<file path="src/rtl/lsq_pkg.sv">
// Shared types for the load/store queue: entry state encoding, entry record and
// pointer/index types at the default geometry.
package lsq_pkg;

  localparam int unsigned LSQ_N  = 16;
  localparam int unsigned LSQ_AW = 8;
  localparam int unsigned LSQ_DW = 8;
  localparam int unsigned LSQ_IW = $clog2(LSQ_N);

  typedef enum logic [2:0] {
    E_FREE,
    E_LD_ISSUE,
    E_LD_WAIT,
    E_LD_DONE,
    E_ST_PEND,
    E_ST_CMT
  } lsq_state_e;

  typedef logic [LSQ_IW-1:0] lsq_idx_t;
  typedef logic [LSQ_IW:0]   lsq_ptr_t;

  typedef struct packed {
    lsq_state_e          state;
    logic [LSQ_AW-1:0]   addr;
    logic [LSQ_DW-1:0]   data;
  } lsq_entry_t;

  function automatic logic lsq_is_store(input lsq_state_e s);
    return (s == E_ST_PEND) || (s == E_ST_CMT);
  endfunction

endpackage

</file>
<file path="src/rtl/lsq_age_pick.sv">
// Rotating-priority picker: oldest request at or after base, or (YOUNGEST) the
// youngest request strictly below base, walking backwards around the ring.
module lsq_age_pick #(
  parameter int unsigned N        = 16,
  parameter bit          YOUNGEST = 1'b0,
  localparam int unsigned IW      = $clog2(N)
) (
  input  logic [N-1:0]  req,
  input  logic [IW-1:0] base,
  output logic          gnt_valid,
  output logic [IW-1:0] gnt_idx
);

  logic [IW-1:0] pos;

  always_comb begin
    gnt_valid = 1'b0;
    gnt_idx   = '0;
    pos       = '0;
    for (int unsigned i = 0; i < N; i++) begin
      pos = YOUNGEST ? (base - IW'(i + 1)) : (base + IW'(i));
      if (!gnt_valid && req[pos]) begin
        gnt_valid = 1'b1;
        gnt_idx   = pos;
      end
    end
  end

endmodule

</file>
<file path="src/rtl/lsq_ooo.sv">
// Load/store queue: in-order allocation and retirement, store-to-load forwarding,
// tagged out-of-order memory reads and in-order committed store drain.
module lsq_ooo
  import lsq_pkg::*;
#(
  parameter int unsigned N   = LSQ_N,
  parameter int unsigned AW  = LSQ_AW,
  parameter int unsigned DW  = LSQ_DW,
  localparam int unsigned IW = $clog2(N)
) (
  input  logic          clk,
  input  logic          rstn,
  input  logic          req_valid,
  output logic          req_ready,
  input  logic          req_is_store,
  input  logic [AW-1:0] req_addr,
  input  logic [DW-1:0] req_data,
  input  logic          store_commit,
  output logic          ld_valid,
  input  logic          ld_ready,
  output logic [DW-1:0] ld_data,
  output logic          mem_rd_valid,
  input  logic          mem_rd_ready,
  output logic [AW-1:0] mem_rd_addr,
  output logic [IW-1:0] mem_rd_id,
  input  logic          mem_rd_resp_valid,
  input  logic [IW-1:0] mem_rd_resp_id,
  input  logic [DW-1:0] mem_rd_resp_data,
  output logic          mem_wr_valid,
  input  logic          mem_wr_ready,
  output logic [AW-1:0] mem_wr_addr,
  output logic [DW-1:0] mem_wr_data,
  output logic [IW:0]   count,
  output logic          err_spurious
);

  typedef struct packed {
    lsq_state_e    state;
    logic [AW-1:0] addr;
    logic [DW-1:0] data;
  } entry_t;

  localparam logic [IW:0] PTR_ONE = (IW+1)'(1);

  entry_t        q [N];
  logic [IW:0]   head, tail;
  logic [IW-1:0] head_idx, tail_idx;
  entry_t        hd;
  logic          alloc, pop;

  logic [N-1:0]  fwd_req, rd_req, cm_req;
  logic          fwd_found, rd_found, cm_found;
  logic [IW-1:0] fwd_idx, rd_idx, cm_idx;

  assign head_idx  = head[IW-1:0];
  assign tail_idx  = tail[IW-1:0];
  assign count     = tail - head;
  assign req_ready = !count[IW];
  assign alloc     = req_valid && req_ready;

  always_comb begin
    fwd_req = '0;
    rd_req  = '0;
    cm_req  = '0;
    for (int unsigned i = 0; i < N; i++) begin
      fwd_req[IW'(i)] = lsq_is_store(q[IW'(i)].state) && (q[IW'(i)].addr == req_addr);
      rd_req[IW'(i)]  = (q[IW'(i)].state == E_LD_ISSUE);
      cm_req[IW'(i)]  = (q[IW'(i)].state == E_ST_PEND);
    end
  end

  // Only occupied entries can request, so scanning the full ring from tail
  // backwards (or head forwards) stays within head..tail-1.
  lsq_age_pick #(.N(N), .YOUNGEST(1'b1)) u_fwd_pick (
    .req       (fwd_req),
    .base      (tail_idx),
    .gnt_valid (fwd_found),
    .gnt_idx   (fwd_idx)
  );

  lsq_age_pick #(.N(N), .YOUNGEST(1'b0)) u_rd_pick (
    .req       (rd_req),
    .base      (head_idx),
    .gnt_valid (rd_found),
    .gnt_idx   (rd_idx)
  );

  lsq_age_pick #(.N(N), .YOUNGEST(1'b0)) u_cm_pick (
    .req       (cm_req),
    .base      (head_idx),
    .gnt_valid (cm_found),
    .gnt_idx   (cm_idx)
  );

  assign hd           = q[head_idx];
  assign ld_valid     = (hd.state == E_LD_DONE);
  assign ld_data      = ld_valid ? hd.data : '0;
  assign mem_wr_valid = (hd.state == E_ST_CMT);
  assign mem_wr_addr  = mem_wr_valid ? hd.addr : '0;
  assign mem_wr_data  = mem_wr_valid ? hd.data : '0;
  assign mem_rd_valid = rd_found;
  assign mem_rd_addr  = rd_found ? q[rd_idx].addr : '0;
  assign mem_rd_id    = rd_idx;
  assign pop          = (ld_valid && ld_ready) || (mem_wr_valid && mem_wr_ready);

  // Alloc never coincides with a pop of the same entry: req_ready is low when full.
  always_ff @(posedge clk or negedge rstn) begin
    if (!rstn) begin
      head         <= '0;
      tail         <= '0;
      err_spurious <= 1'b0;
      for (int unsigned i = 0; i < N; i++) q[IW'(i)] <= '0;
    end else begin
      if (mem_rd_valid && mem_rd_ready) q[rd_idx].state <= E_LD_WAIT;
      if (mem_rd_resp_valid) begin
        if (q[mem_rd_resp_id].state == E_LD_WAIT) begin
          q[mem_rd_resp_id].state <= E_LD_DONE;
          q[mem_rd_resp_id].data  <= mem_rd_resp_data;
        end else begin
          err_spurious <= 1'b1;
        end
      end
      if (store_commit && cm_found) q[cm_idx].state <= E_ST_CMT;
      if (pop) begin
        q[head_idx].state <= E_FREE;
        head              <= head + PTR_ONE;
      end
      if (alloc) begin
        q[tail_idx].addr <= req_addr;
        if (req_is_store) begin
          q[tail_idx].state <= E_ST_PEND;
          q[tail_idx].data  <= req_data;
        end else if (fwd_found) begin
          q[tail_idx].state <= E_LD_DONE;
          q[tail_idx].data  <= q[fwd_idx].data;
        end else begin
          q[tail_idx].state <= E_LD_ISSUE;
          q[tail_idx].data  <= '0;
        end
        tail <= tail + PTR_ONE;
      end
    end
  end

endmodule

</file>
<file path="config.mk">
export PLATFORM = sky130hd
export DESIGN_NAME = lsq_ooo
export DESIGN_NICKNAME = d
export VERILOG_FILES = /design/src/rtl/lsq_pkg.sv /design/src/rtl/lsq_age_pick.sv /design/src/rtl/lsq_ooo.sv
export SDC_FILE = /design/constraint.sdc
export NUM_CORES = 2
export LEC_CHECK = 0
export ABC_CLOCK_PERIOD_IN_PS = 8900
export CAP_MARGIN = 20
export CORE_MARGIN = 2
export CORE_UTILIZATION = 38
export CTS_CLUSTER_SIZE = 10
export DETAILED_ROUTE_END_ITERATION = 6
export GPL_ROUTABILITY_DRIVEN = 0
export GPL_TIMING_DRIVEN = 0
export SLEW_MARGIN = 15
export SYNTH_ARGS = -nofsm -noshare
export SYNTH_HDL_FRONTEND = slang
export SYNTH_HIERARCHICAL = 1
export SYNTH_SLANG_ARGS = --single-unit
</file>
<file path="constraint.sdc">
create_clock -name clk -period 8.9 [get_ports clk]
set_input_delay 1.78 -clock clk [delete_from_list [all_inputs] [get_ports clk]]
set_output_delay 1.78 -clock clk [all_outputs]
set_load 0.005 [all_outputs]
</file>
Word level (Yosys, flattened, before mapping)
Cells that the tools add are included.

cells by class
  $add $sub $neg = 33
  order comparisons = 43
  equal/unequal tests = 67
  muxes and demuxes = 244
  bitwise operators = 7
  reduce and logical (&&, ||, !) cells = 135

operators with widths
  cell                 count
  $bwmux 304           12
  $mux 304             8
  $demux 19 s4         8
  $bmux 19 s4          4
  $bmux 1 s4           48
  $mux 4               48
  $mux 19              9
  $lt 4x5->1 const B   32
  $eq 8x8->1           16
  $eq 3x3->1 const B   33
  $mux 1               96
  $logic_and 1x1->1    71
  $mux 8               8
  $eq 3x1->1 const B   16
  $mux 16              3
  $logic_not 1->1      46
  $add 4x4->4 const B  8
  $sub 4x4->4 const B  8
  $ge 5x5->1 const B   6
  $not 4->5            6
  $lt 5x1->1 const B   5
  $logic_or 1x1->1     17
  $add 4x3->4 const B  4
  $sub 4x3->4 const B  4
  9 further kinds      13

word-level totals
  flip-flop bits (word level) = 315
  output and inout bits = 46
  word-level logic and storage cells = 580

Depth between registers and ports, before layout
  depth after elaboration = 70
  mapped depth = 26
  mapped depth without buffers = 19

By module
The synthesis kept the hierarchy.

by module, submodules not included
  module                         instances  cells an instance  area an instance (um^2)
  lsq_ooo                        1          1872               21705.8
  lsq_age_pick at u_cm_pick ...  2          265                2526.2
  lsq_age_pick at u_fwd_pick     1          252                2170.8

Worst setup path after synthesis
No wires, ideal clock.

  kind = register to output
  from = register head[2]
  to = output mem_rd_addr[0]
  data arrival time = 5.643 ns
  setup slack = 1.477 ns
  stages on the path, launching flop included = 21
  cell sequence = dfrtp_1 > clkbuf_1 > clkbuf_1 > clkbuf_1 > inv_1 > ha_1 > buf_2 > mux4_2 > mux2i_1 > mux2i_1 > nor4_1 > and3_4 > and2_1 > buf_4 > nand3_1 > a22oi_2 > buf_2 > buf_2 > mux4_2 > mux4_2 > and2_1

between the ends
  longest elaborated chain between the ends = 53
  elaborated cells on any way between the ends = 114
  classes of those cells = add/sub: 15; mux: 68; bitwise: 1; reduce/logical: 30

RTL lines
  what                                                                  line                source
  start: declaration                                                    lsq_ooo.sv:46       logic [IW:0] head, tail;
  start signal: assignment                                              lsq_ooo.sv:126      head <= head + PTR_ONE;
  parallel branches: the longest is 47 deep, another holds $add 4x1->4  n/a
  $mux 4 (*)                                                            lsq_age_pick.sv:22  if (!gnt_valid && req[pos]) begin
  named net mem_rd_id[0]                                                lsq_ooo.sv:25       output logic [IW-1:0] mem_rd_id,
  $not 4->5 (implied by the code) (*)                                   lsq_ooo.sv:102      assign mem_rd_addr = rd_found ? q[rd_idx].addr : '0;
  $bmux 19 s4 (*)                                                       lsq_ooo.sv:102
  $mux 16 (implied by the code) (*) (2 in a row)                        lsq_ooo.sv:102
  $mux 8 (*)                                                            lsq_ooo.sv:102
  end: declaration                                                      lsq_ooo.sv:24       output logic [AW-1:0] mem_rd_addr,

Mark *: on every way through the listed nets, which the timed path passes. The select of a mux whose other input is x is not followed.

Final worst setup path
  from = register head[1]
  to = output mem_rd_addr[4]

between the ends
  longest elaborated chain between the ends = 53
  elaborated cells on any way between the ends = 114
  classes of those cells = add/sub: 15; mux: 68; bitwise: 1; reduce/logical: 30

RTL lines
  what                                                                  line
  parallel branches: the longest is 52 deep, another holds $add 4x1->4  n/a
  $mux 8 (*)                                                            lsq_ooo.sv:102

Every way passes the cells marked *. The select of a mux whose other input is x is not followed.

==> impl_metrics.yaml <==
route:
  first_pass_iters: 7
  wl_per_cell_um: 32.4
  top_signal_layer_used: "met5"
  routed_wl_um: 123000
  route.met3.wl_um: 15500
  via_count: 26800
  dr_wl_met2_um: 51900
  drt-met1-wl_um: 46300
  detail_route.vias_per_cell: 7.07
  drtIter0Drc: 4175
  ant_nets: 0
  drc_errors: 0
grt:
  grt_max_degree: 108
  antenna_found_initial: 4
  gr-total-overflow: 0
  grt_use_total: 0.307
  grt_pass1_wl_um: 178000
  grt_pass1_vias: 26000
worst_setup_path:
  path_class: "register to output port"
  startpoint_type: "register"
  rrSetupSlack_ns: 1.05
  rr_endpoint: "q[116]"
  critPathSlowestCell: "mux4_2"
  r2r_cells: 25
  arrival_ns: 6.95
  cp_max_fo: 10
  cp_cell_sequence: "buf_6 > buf_4 > inv_1 > ha_2 > buf_6 > mux4_2 > o211ai_1 > and4_1 > buf_2 > nand3_4 > or3_4 > a211oi_1 > a221oi_1 > o22ai_2 > buf_4 > clkbuf_4 > clkbuf_2 > mux4_2 > mux4_2 > and2_1 > clkdlybuf4s50_1"
  critical_path_depth: 21
  cp.required_ns: 7.12
  crit_path_frequent_cell: "mux4_2"
  slowest_delay_ns: 0.56
  end_kind: "output port"
  cp_top_family: "buffers and inverters"
  crit_buf_inv: 9
  reg2reg_from: "tail[0]"
timing:
  hold_violations: 0
  tns_ns: 0
  timing.fmax_mhz: 115
  period_share: 0.981
  period_needed_ns: 8.73
  skew_ns: 0.0276
  tightest_slew_ns: 1.26
  setup_ws_ns: 0.169
  setup_viol: 0
  slew_headroom: 0.158
  drv_slew: 0
floorplan:
  fp.dieW_um: 280
  io_pins: 83
  die_area_sq_um: 78400
  die_y_um: 280
  row_count: 101
  placeableCoreArea_sq_um: 75700
  initial_core_util: 0.382
cells_and_area:
  final_layout_size_suffix_gt1_frac: 0.245
  mostFrequentLayoutCell: "dfrtp_1"
  nNetsFinal: 2870
  area_growth_pct: 12.4
  fillCellCount: 7037
  final_cell_mix: "dfrtp_1, mux2i_1, mux4_2"
synthesis:
  yosysSeqAreaShare: 0.272
  syn-num-nets: 2725
  yosysUniqueCellTypes: 95
  yosysTopAreaCell: "dfrtp_1"
  synth-seq-cells: 315
  yosys_warnings: 6
  async_flop_share: 1.00
  synth.avg_cell_area_sq_um: 10.9
  synth_area_sq_um: 28900
  synth_cells: 2654
  synth_top_area_frac: 0.272
  ys_top_cells_by_area: "dfrtp_1, mux4_2, mux2i_1"
  synth_edf_count: 0
  synth_ff_type: "dfrtp_1"
hold_path:
  hold_path_end: "head[4]"
  hold_path_class: "register to register"
  min_from: "head[4]"
  holdPathStages: 1
placement:
  port_buffers: 71
  dp_slack_ns: -0.975
  dpl.hpwl_um: 88700
clock_tree:
  clockBufferDepth: 3
  cts_tree: "done"
  path_clk_slew_ns: 0.06
  clkSinkCount: 315
  htreeDepth: 2
  cts_buffers: 38
  clock_insertion_delay_worst_skew_ns: 0.58
  clock-root-buffer: "clkbuf_16"
job:
  maxCapViolations: 0
status:
  status: "completed"
flip-flops by register name, indices dropped and copies added, names as in the netlist:
name          flops
q               304
head              5
tail              5
err_spurious      1
synthesized netlist by cell type (14+ instances only):
cell / n
dfrtp_1: 315
mux2i_1: 252
mux4_2: 245
a21oi_1: 186
mux2_2: 162
xnor2_1: 135
clkbuf_1: 123
nand2_1: 121
nor2_1: 111
o32ai_1: 95
buf_2: 76
nor2b_1: 42
nand3_1: 41
nor3_1: 39
and2_1: 38
inv_1: 37
xor2_1: 37
nand4_1: 36
ha_1: 33
o21ai_0: 28
o22ai_1: 28
a31oi_1: 27
nor3b_1: 23
nor4_1: 23
a211oi_1: 21
buf_1: 21
mux2_1: 20
a21o_1: 19
nand2b_1: 19
or3_1: 15
and3_1: 14
buf_6: 14
o211ai_1: 14
o31ai_1: 14
worst reg2reg max path: cells and delay by family (launching register included):
family | cells | cell delay (ns)
and+or+nand+nor | 3 | 0.50
adders and majority gates | 1 | 0.29
buffers and inverters | 11 | 3.52
muxes | 6 | 1.89
DFF | 1 | 0.57
AOI/OAI and AO/OA | 4 | 0.94
cells by family (layout without fill, tap and decap cells):
kind of cell | Yosys count | after routing | share of synthesized area
xor gates and xnor gates | 172 | 172 | 0.0521
muxes | 704 | 704 | 0.368
and+or+nand+nor | 571 | 571 | 0.108
AOI/OAI and AO/OA | 566 | 566 | 0.138
DFF | 315 | 315 | 0.272
adders and majority gates | 34 | 34 | 0.0150
buffers and inverters | 292 | 447 | 0.0471
other | 0 | 1 | 0
layout make-up:
type                       count  area (sq um)  area share
multi-input combinational   2047         19800       0.610
sequential                   315          7890       0.243
buffer                       247          1230      0.0379
tap                          978          1220      0.0376
timing repair buffer         106          1110      0.0341
clock buffer                  46          1020      0.0314
inverter                      44           165     0.00508
clock inverter                 4          38.8     0.00119
antenna                        1          2.50   0.0000769
metal layers:
metal | GRT usage | vias up
met5 | 0 | -
met4 | 0.184 | 2
met3 | 0.0952 | 539
met2 | 0.448 | 2161
met1 | 0.398 | 13400
li1 | - | 10700
worst max-delay path by stage:
stage | start | endpoint | slack (ns)
final | head[1] | mem_rd_addr[4] | 0.17
after global routing | head[0] | mem_rd_addr[1] | -0.0005
after CTS | head[2] | mem_rd_addr[1] | 0.003
after detailed placement | head[1] | mem_rd_addr[4] | -0.97
after global placement | rstn | q[124] | -7.70
after floorplan | head[2] | mem_rd_addr[0] | 1.48
stage by stage:
| stage | util | instances | instance area (sq um) | hold slack [ns] |
|---|---|---|---|---|
| floorplan | - | 2654 | 28900 | 0.468 |
| global placement | 0.408 | 3703 | 30900 | 0.519 |
| detailed placement | 0.413 | 3725 | 31200 | 0.527 |
| CTS | 0.428 | 3780 | 32400 | 0.537 |
| global route | 0.430 | 3787 | 32500 | 0.569 |
| finish | 0.430 | 3788 | 32500 | 0.533 |
repair_timing:
item                       in CTS  in global routing
gates cloned                    0                  0
pin swaps                       2                  0
hold buffers                    0                  0
setup endpoints to repair       8                121
gates resized for setup        28                 11
buffers inserted                5                  2
Power is not shown: default switching activity piles up to over one toggle a cycle in this logic, so the estimate is an artifact.
